### src/rtl/bram_read_streamer_if.sv
// Valid/ready word stream with last-beat marker carried out of bram_read_streamer.
interface bram_read_streamer_if;
  logic        m_valid;
  logic        m_ready;
  logic [15:0] m_data;
  logic        m_last;

  modport master (output m_valid, output m_data, output m_last, input m_ready);
  modport slave  (input m_valid, input m_data, input m_last, output m_ready);
endinterface

### src/rtl/bram_read_streamer.sv
// Burst read engine: issues BRAM reads, absorbs the 1-cycle read latency and streams words out.
// Optional BRAM_STREAM_CHECKSUM_EN adds a wrapping 16-bit checksum of accepted words.
module bram_read_streamer #(
  parameter int NUM_BLOCKS = 16,
  localparam int ADDR_W = 8 + $clog2(NUM_BLOCKS)
) (
  input  logic                    clk,
  input  logic                    rst,
  input  logic                    start,
  input  logic [ADDR_W-1:0]       start_addr,
  input  logic [ADDR_W:0]         length,
  output logic                    busy,
  output logic                    done,
  output logic                    rd_en,
  output logic [ADDR_W-1:0]       rd_addr,
  input  logic [15:0]             rd_data,
  bram_read_streamer_if.master    m
`ifdef BRAM_STREAM_CHECKSUM_EN
  ,
  output logic [15:0]             checksum
`endif
);

  localparam int unsigned        DEPTH     = 256 * NUM_BLOCKS;
  localparam logic [ADDR_W-1:0]  LAST_ADDR = ADDR_W'(DEPTH - 1);
  localparam logic [ADDR_W-1:0]  ADDR_ONE  = ADDR_W'(1);
  localparam logic [ADDR_W:0]    CNT_ONE   = (ADDR_W + 1)'(1);

  typedef enum logic [1:0] {S_IDLE, S_RUN, S_DONE} state_t;

  state_t            state_q, state_d;
  logic [ADDR_W-1:0] ptr_q, ptr_d;
  logic [ADDR_W:0]   issue_cnt_q, issue_cnt_d;
  logic [ADDR_W:0]   beat_cnt_q, beat_cnt_d;
  logic              inflight_q, inflight_d;
  logic [15:0]       fifo_mem_q [2];
  logic [15:0]       fifo_mem_d [2];
  logic              fifo_wp_q, fifo_wp_d;
  logic              fifo_rp_q, fifo_rp_d;
  logic [1:0]        fifo_cnt_q, fifo_cnt_d;

  logic        fifo_empty, m_valid_w, pop, pop_fifo, push, issue;
  logic [15:0] m_data_w;
  logic [2:0]  occ_after;

  // The RAM output register acts as the FIFO's bypass slot: a word still sitting on
  // rd_data is presented directly and only copied into the FIFO if it is not taken.
  assign fifo_empty = (fifo_cnt_q == 2'd0);
  assign m_valid_w  = !fifo_empty || inflight_q;
  assign m_data_w   = !m_valid_w ? 16'h0000 : (fifo_empty ? rd_data : fifo_mem_q[fifo_rp_q]);
  assign pop        = m_valid_w && m.m_ready;
  assign pop_fifo   = pop && !fifo_empty;
  assign push       = inflight_q && !(pop && fifo_empty);
  assign occ_after  = 3'(fifo_cnt_q) + 3'(inflight_q) - 3'(pop);
  assign issue      = (state_q == S_RUN) && (issue_cnt_q != '0) && (occ_after < 3'd2);

  assign m.m_valid = m_valid_w;
  assign m.m_data  = m_data_w;
  assign m.m_last  = m_valid_w && (beat_cnt_q == CNT_ONE);
  assign rd_en     = issue;
  assign rd_addr   = ptr_q;
  assign busy      = (state_q == S_RUN);
  assign done      = (state_q == S_DONE);

  always_comb begin
    state_d     = state_q;
    ptr_d       = ptr_q;
    issue_cnt_d = issue_cnt_q;
    beat_cnt_d  = beat_cnt_q;
    inflight_d  = issue;
    fifo_mem_d  = fifo_mem_q;
    fifo_wp_d   = fifo_wp_q;
    fifo_rp_d   = fifo_rp_q;
    fifo_cnt_d  = fifo_cnt_q + 2'(push) - 2'(pop_fifo);

    if (push) begin
      fifo_mem_d[fifo_wp_q] = rd_data;
      fifo_wp_d             = !fifo_wp_q;
    end
    if (pop_fifo) begin
      fifo_rp_d = !fifo_rp_q;
    end

    unique case (state_q)
      S_IDLE: begin
        if (start) begin
          if (length != '0) begin
            state_d     = S_RUN;
            ptr_d       = start_addr;
            issue_cnt_d = length;
            beat_cnt_d  = length;
          end else begin
            state_d = S_DONE;
          end
        end
      end
      S_RUN: begin
        if (issue) begin
          ptr_d       = (ptr_q == LAST_ADDR) ? '0 : ptr_q + ADDR_ONE;
          issue_cnt_d = issue_cnt_q - CNT_ONE;
        end
        if (pop) begin
          beat_cnt_d = beat_cnt_q - CNT_ONE;
          if (beat_cnt_q == CNT_ONE) begin
            state_d = S_DONE;
          end
        end
      end
      S_DONE: state_d = S_IDLE;
      default: state_d = S_IDLE;
    endcase
  end

  always_ff @(posedge clk) begin
    if (rst) begin
      state_q       <= S_IDLE;
      ptr_q         <= '0;
      issue_cnt_q   <= '0;
      beat_cnt_q    <= '0;
      inflight_q    <= 1'b0;
      fifo_mem_q[0] <= '0;
      fifo_mem_q[1] <= '0;
      fifo_wp_q     <= 1'b0;
      fifo_rp_q     <= 1'b0;
      fifo_cnt_q    <= 2'd0;
    end else begin
      state_q     <= state_d;
      ptr_q       <= ptr_d;
      issue_cnt_q <= issue_cnt_d;
      beat_cnt_q  <= beat_cnt_d;
      inflight_q  <= inflight_d;
      fifo_mem_q  <= fifo_mem_d;
      fifo_wp_q   <= fifo_wp_d;
      fifo_rp_q   <= fifo_rp_d;
      fifo_cnt_q  <= fifo_cnt_d;
    end
  end

`ifdef BRAM_STREAM_CHECKSUM_EN
  logic [15:0] checksum_q, checksum_d;

  always_comb begin
    checksum_d = checksum_q;
    if (state_q == S_IDLE && start) begin
      checksum_d = '0;
    end else if (pop) begin
      checksum_d = checksum_q + m_data_w;
    end
  end

  always_ff @(posedge clk) begin
    if (rst) begin
      checksum_q <= '0;
    end else begin
      checksum_q <= checksum_d;
    end
  end

  assign checksum = checksum_q;
`endif

endmodule

### src/flat_wrapper.sv
// flat-port wrapper written by rule: the top's interface ports become plain ports
module bram_read_streamer_flat 
#(
  parameter int NUM_BLOCKS = 16,
  localparam int ADDR_W = 8 + $clog2(NUM_BLOCKS)
)
  (clk, rst, start, start_addr, length, busy, done, rd_en, rd_addr, rd_data, m_m_valid, m_m_data, m_m_last, m_m_ready);
  bram_read_streamer_if m_i ();
  input  logic clk;
  input  logic rst;
  input  logic start;
  input  logic [ADDR_W-1:0] start_addr;
  input  logic [ADDR_W:0] length;
  output logic busy;
  output logic done;
  output logic rd_en;
  output logic [ADDR_W-1:0] rd_addr;
  input  logic [15:0] rd_data;
  output wire logic [$bits(m_i.m_valid)-1:0] m_m_valid;
  output wire logic [$bits(m_i.m_data)-1:0] m_m_data;
  output wire logic [$bits(m_i.m_last)-1:0] m_m_last;
  input wire logic [$bits(m_i.m_ready)-1:0] m_m_ready;
  assign m_m_valid = m_i.m_valid;
  assign m_m_data = m_i.m_data;
  assign m_m_last = m_i.m_last;
  assign m_i.m_ready = m_m_ready;
  bram_read_streamer #(.NUM_BLOCKS(NUM_BLOCKS)) u_core (.clk(clk), .rst(rst), .start(start), .start_addr(start_addr), .length(length), .busy(busy), .done(done), .rd_en(rd_en), .rd_addr(rd_addr), .rd_data(rd_data), .m(m_i));
endmodule
### config.mk
export PLATFORM = sky130hd
export DESIGN_NAME = bram_read_streamer_flat
export DESIGN_NICKNAME = d
export VERILOG_FILES = /design/src/rtl/bram_read_streamer_if.sv /design/src/rtl/bram_read_streamer.sv /design/src/flat_wrapper.sv
export SDC_FILE = /design/constraint.sdc
export NUM_CORES = 1
export LEC_CHECK = 0
export BUFFER_PORTS_ARGS = -buffer_cell sky130_fd_sc_hd__buf_2
export CORE_ASPECT_RATIO = 0.5
export CORE_UTILIZATION = 58
export CTS_BUF_LIST = sky130_fd_sc_hd__clkbuf_8
export DETAILED_ROUTE_END_ITERATION = 16
export GPL_ROUTABILITY_DRIVEN = 0
export PLACE_DENSITY_LB_ADDON = 0.25
export SKIP_LAST_GASP = 1
export SLEW_MARGIN = 10
export SYNTH_ARGS = -nofsm -noshare
export SYNTH_HDL_FRONTEND = slang
export SYNTH_SLANG_ARGS = --single-unit
### constraint.sdc
create_clock -name clk -period 3.88 [get_ports clk]
set_clock_uncertainty 0.05 [all_clocks]
set_input_delay 1.164 -clock clk [delete_from_list [all_inputs] [get_ports clk]]
set_output_delay 1.164 -clock clk [all_outputs]
set_load 0.05 [all_outputs]
==> summary by stage <==
Layout
The repair_antennas step left the layout with diodes totalling 0. The post-route cell area is between 0.005 and 0.006 mm^2. After the last flow step, the layout net total stands at 663.

The fraction of layout instances using a drive strength above 1 is 24.1%. Leaving out filler cells and counting taps, the final layout contains 705. The area taken by flip-flops and latches is approximately 0.0015 mm^2. The layout has a little under 600 filler cells. The area used by multi-input combinational logic is 0.00263 mm^2. Compared with the post-synthesis result, the final layout area differs by 17.5%.

Synthesis
The async set-or-reset flop fraction in the synthesized netlist is 0%. After synthesis, the mean cell area works out to 8.03 um^2. The number of enable flip-flop cells after synthesis is 0.

The leading register cell type out of synthesis is dfxtp_1. After synthesis, flip-flops and latches occupy 35.5% of the total area. During synthesis, Yosys emitted a total of 0 warnings. In this run, distinct cell masters in the synthesized netlist total 57. The post-synthesis cell count is between 500 and 600. After synthesis the netlist holds a flip-flop and latch count of 77. The number of nets in the synthesized netlist is 595.

The post-synthesis instance area is ~0.0043 mm^2.

Drt
The number of DRC markers after the initial detailed-route iteration is 264. The number of vias after detailed routing is 4099. The vias per cell is between 5 and 6. The first detailed-routing pass took 5 iterations. The routed length per instance is 14.3 um. The final routed DRC violation total is 0. The aggregate routed wire length is between 10000 and 15000 um. The count of nets left with antenna violations once routing finished came out at 0.

Critical path
On the worst path, the slowest cell contributes a delay of 0.56 ns. The worst-case reg-to-reg path depth is 11. STA puts the critical path data required time at 2.67 ns. Data arrives at the worst endpoint at 2.65 ns. The endpoint class of the critical path is an output port. The worst register-to-register path ends at u_core.rd_addr[0]$_SDFFE_PP0P_. The worst setup path is of the in -> out kind. Together, buffers and inverters on the worst path number 2.

The worst register-to-register path begins at u_core.fifo_cnt_q[0]$_SDFF_PP0_. The setup slack of the worst register-to-register path is between 0.7 and 0.8 ns. The largest fanout of any net on the critical path is 2.

The kind of cell with the highest combined delay along the critical path is adder cells. The startpoint kind of the worst setup timing path is an input pin. The slowest stage of the critical path is the fa_2 cell. Walking the worst path, the cells encountered are buf_2 > and2_4 > ha_4 > nand2b_4 > fa_2 > nand3_4 > nor2_4 > buf_6.

Placement
Once placement completed, the tool counted placed cells totaling 690. Detailed placement ended at an HPWL of ~6800 um. The placement-stage cell area is between 0.004 and 0.005 mm^2. Before CTS, the worst setup slack after placement is -0.0974 ns. The number of buffers inserted by port buffering is 77.

Timing
The number of hold violations in the final report was 0. For this run, the top clock speed supported by timing is 259 MHz. At the pin with the least slew margin, the transition time is approximately 0.78 ns. The worst path meets setup with 0.0204 ns of slack. The normalized max-slew margin is 47.9%. The count of pins over their slew limit is 0. Hold timing on the final database bottoms out at a slack of 0.406 ns. Dividing the final minimum period by the clock period gives roughly 99%. Setup repair after global routing could not meet its margin everywhere. The final critical-path required period is 3.86 ns. The final-report setup violation count is 0.

Clocking
The number of clock buffers inserted by TritonCTS is 9. After clock tree synthesis, the clock-pin slew on the worst setup and hold paths is approximately 0.08 ns. The maximum number of buffers from clock root to sink is 2. The clock net in this run drives a total of just under 80 sinks. Clock latency on the worst-skew pair, taken at its later pin, is 0.36 ns. TritonCTS built the clock tree.

In this run the post-CTS setup repair buffer count came out at 0. Buffers inserted to repair hold after CTS numbered 0. The cell sitting at the root of the clock tree is a clkbuf_8. The clock tree synthesis step divided the H-tree into 3 levels.

Die
The cell row count is 21. The die covers roughly 0.0079 mm^2. In this run the count of I/O pins placed on the die edge is a little under 80. In this run the horizontal extent of the chip is 124 um. The floorplan core area is 0.00696 mm^2. The initial utilization of the core area, before any placement, comes to 62.4%. The height of the chip is roughly 63 um.

Run
The max capacitance violation total is 0.

GRT
Entering global routing, the biggest net connects 46 pins. The number of global-route vias before repair is 3780. For this run the aggregate overflow at the end of global routing stands at 0. The wire length of the first global-routing pass is 17500 um. The number of antenna violations at the first check in global routing is 0. The total global routing track utilization is 27.4%.

Hold path
The number of instances on the worst hold path is 2. For hold timing, the worst endpoint is u_core.fifo_mem_q[7]$_SDFFE_PP0P_. The tightest min-delay check is of the reg -> reg type. The startpoint identified for the worst hold timing path is u_core.fifo_mem_q[7]$_SDFFE_PP0P_.

Run status
The run finished with clean final reports.

Power and ir drop
Power spread over the standard cell area amounts to a little under 700 mW/mm^2. The peak ir drop on the vdd network is between 0.4 and 0.5 mV. The static power due to leakage is around 1.9 nW.
[where the power goes]
group / leakage, nW / internal (W) / switching (W)
Sequential: 0.628 / 0.000924 / 0.000148
Clock: 0.119 / 0.000425 / 0.000303
Combinational: 1.20 / 0.000614 / 0.00104
[final cells by class]
| cell class | count | area share [%] |
|---|---|---|
| well taps | 92 | 2.26 |
| multi-input cells | 416 | 51.5 |
| clock buffers | 9 | 2.43 |
| repair buffers | 92 | 10.4 |
| flip-flops and latches | 77 | 30.2 |
| clock inverters | 6 | 2.21 |
| inverters | 13 | 0.981 |
[repair_timing]
action / CTS / global route
setup endpoints to repair: 1 / 1
hold endpoints to repair: 0 / 0
resized for setup: 2 / 0
pin swaps: 1 / 0
[layer usage]
metal,vias up,wire length (um),GRT usage (%)
met2,124,4730,46.9
met4,0,97,7.68
li1,2067,-,-
met3,11,615,7.05
met5,-,0,0
met1,1897,4610,34.3
[metrics by stage]
step	setup TNS, ns	util [%]	power (W)
2_1_floorplan	-0.0401	-	0.00236
3_3_place_gp	-0.0732	69.8	0.00271
3_5_place_dp	-0.0974	69.8	0.00273
4_1_cts	0	73.3	0.00348
5_1_grt	-0.0434	73.3	0.00368
6_report	0	73.3	0.00346
[kinds of logic (layout without fill, tap and decap cells)]
| family | count (synthesis) | in the layout | synth area share (%) |
|---|---|---|---|
| XOR/XNOR | 9 | 9 | 1.82 |
| AND/OR/NAND/NOR | 214 | 214 | 24.9 |
| adder cells (fa/ha/maj) | 9 | 9 | 2.77 |
| multiplexers | 32 | 32 | 7.38 |
| flip-flops | 77 | 77 | 35.5 |
| buffers and inverters | 48 | 120 | 5.10 |
| AO/OA/AOI/OAI | 152 | 152 | 22.6 |
[worst register-to-register path, delay by kind of cell, from the launching register on]
family	cells	cell delay [ns]
and+or+nand+nor	4	0.79
adders and majority gates	2	0.76
AOI/OAI and AO/OA	3	0.56
buffers and inverters	2	0.42
DFF	1	0.37
[worst max-delay path by stage]
stage	from	to	slack, ns	cells after the start
5_1_grt	m_m_ready	rd_en	-0.04	9
6_report	m_m_ready	rd_en	0.02	8
3_3_place_gp	m_m_ready	rd_en	-0.07	9
3_5_place_dp	m_m_ready	rd_en	-0.1	9
4_1_cts	m_m_ready	rd_en	0.006	8
2_1_floorplan	m_m_ready	rd_en	-0.04	8
[cell usage in the layout, fill, tap and decap left out, types with 4 or more instances in the layout]
cell type,n
a21o_1,7
a21oi_1,61
a21oi_2,9
a221oi_1,6
a31oi_1,4
and2_1,5
buf_2,76
buf_4,13
clkbuf_8,9
dfxtp_1,77
ha_1,7
inv_1,12
mux2i_1,32
nand2_1,64
nand2b_1,6
nand3_1,26
nand4_1,7
nor2_1,46
nor3_1,18
nor3b_1,6
nor4_1,6
o21ai_0,35
o21ai_2,8
or4_1,4
xnor2_1,5
[registers in the layout, summed over array words and instances, names as in the netlist]
signal	flops
u_core.fifo_cnt_q	2
u_core.fifo_wp_q	1
u_core.issue_cnt_q	13
u_core.rd_addr	12
u_core.fifo_rp_q	1
u_core.inflight_q	1
u_core.fifo_mem_q	32
u_core.state_q	2
u_core.beat_cnt_q	13
[cells in the mapped netlist (all sizes together) (7+ instances only)]
library cell,number,area share [%]
dfxtp,77,35
a21oi,70,8.8
nand2,64,5.5
nor2,48,4.1
o21ai,45,5.9
mux2i,32,7.4
nand3,27,3.2
clkbuf,20,1.7
nor3,20,2.5
buf,15,2.2
inv,12,1.0
ha,8,2.3
a21o,7,1.2
nand2b,7,1.0
nand4,7,1.0
nor3b,7,1.5
nor4,7,1.4
Power figures use the tool's default switching activity.
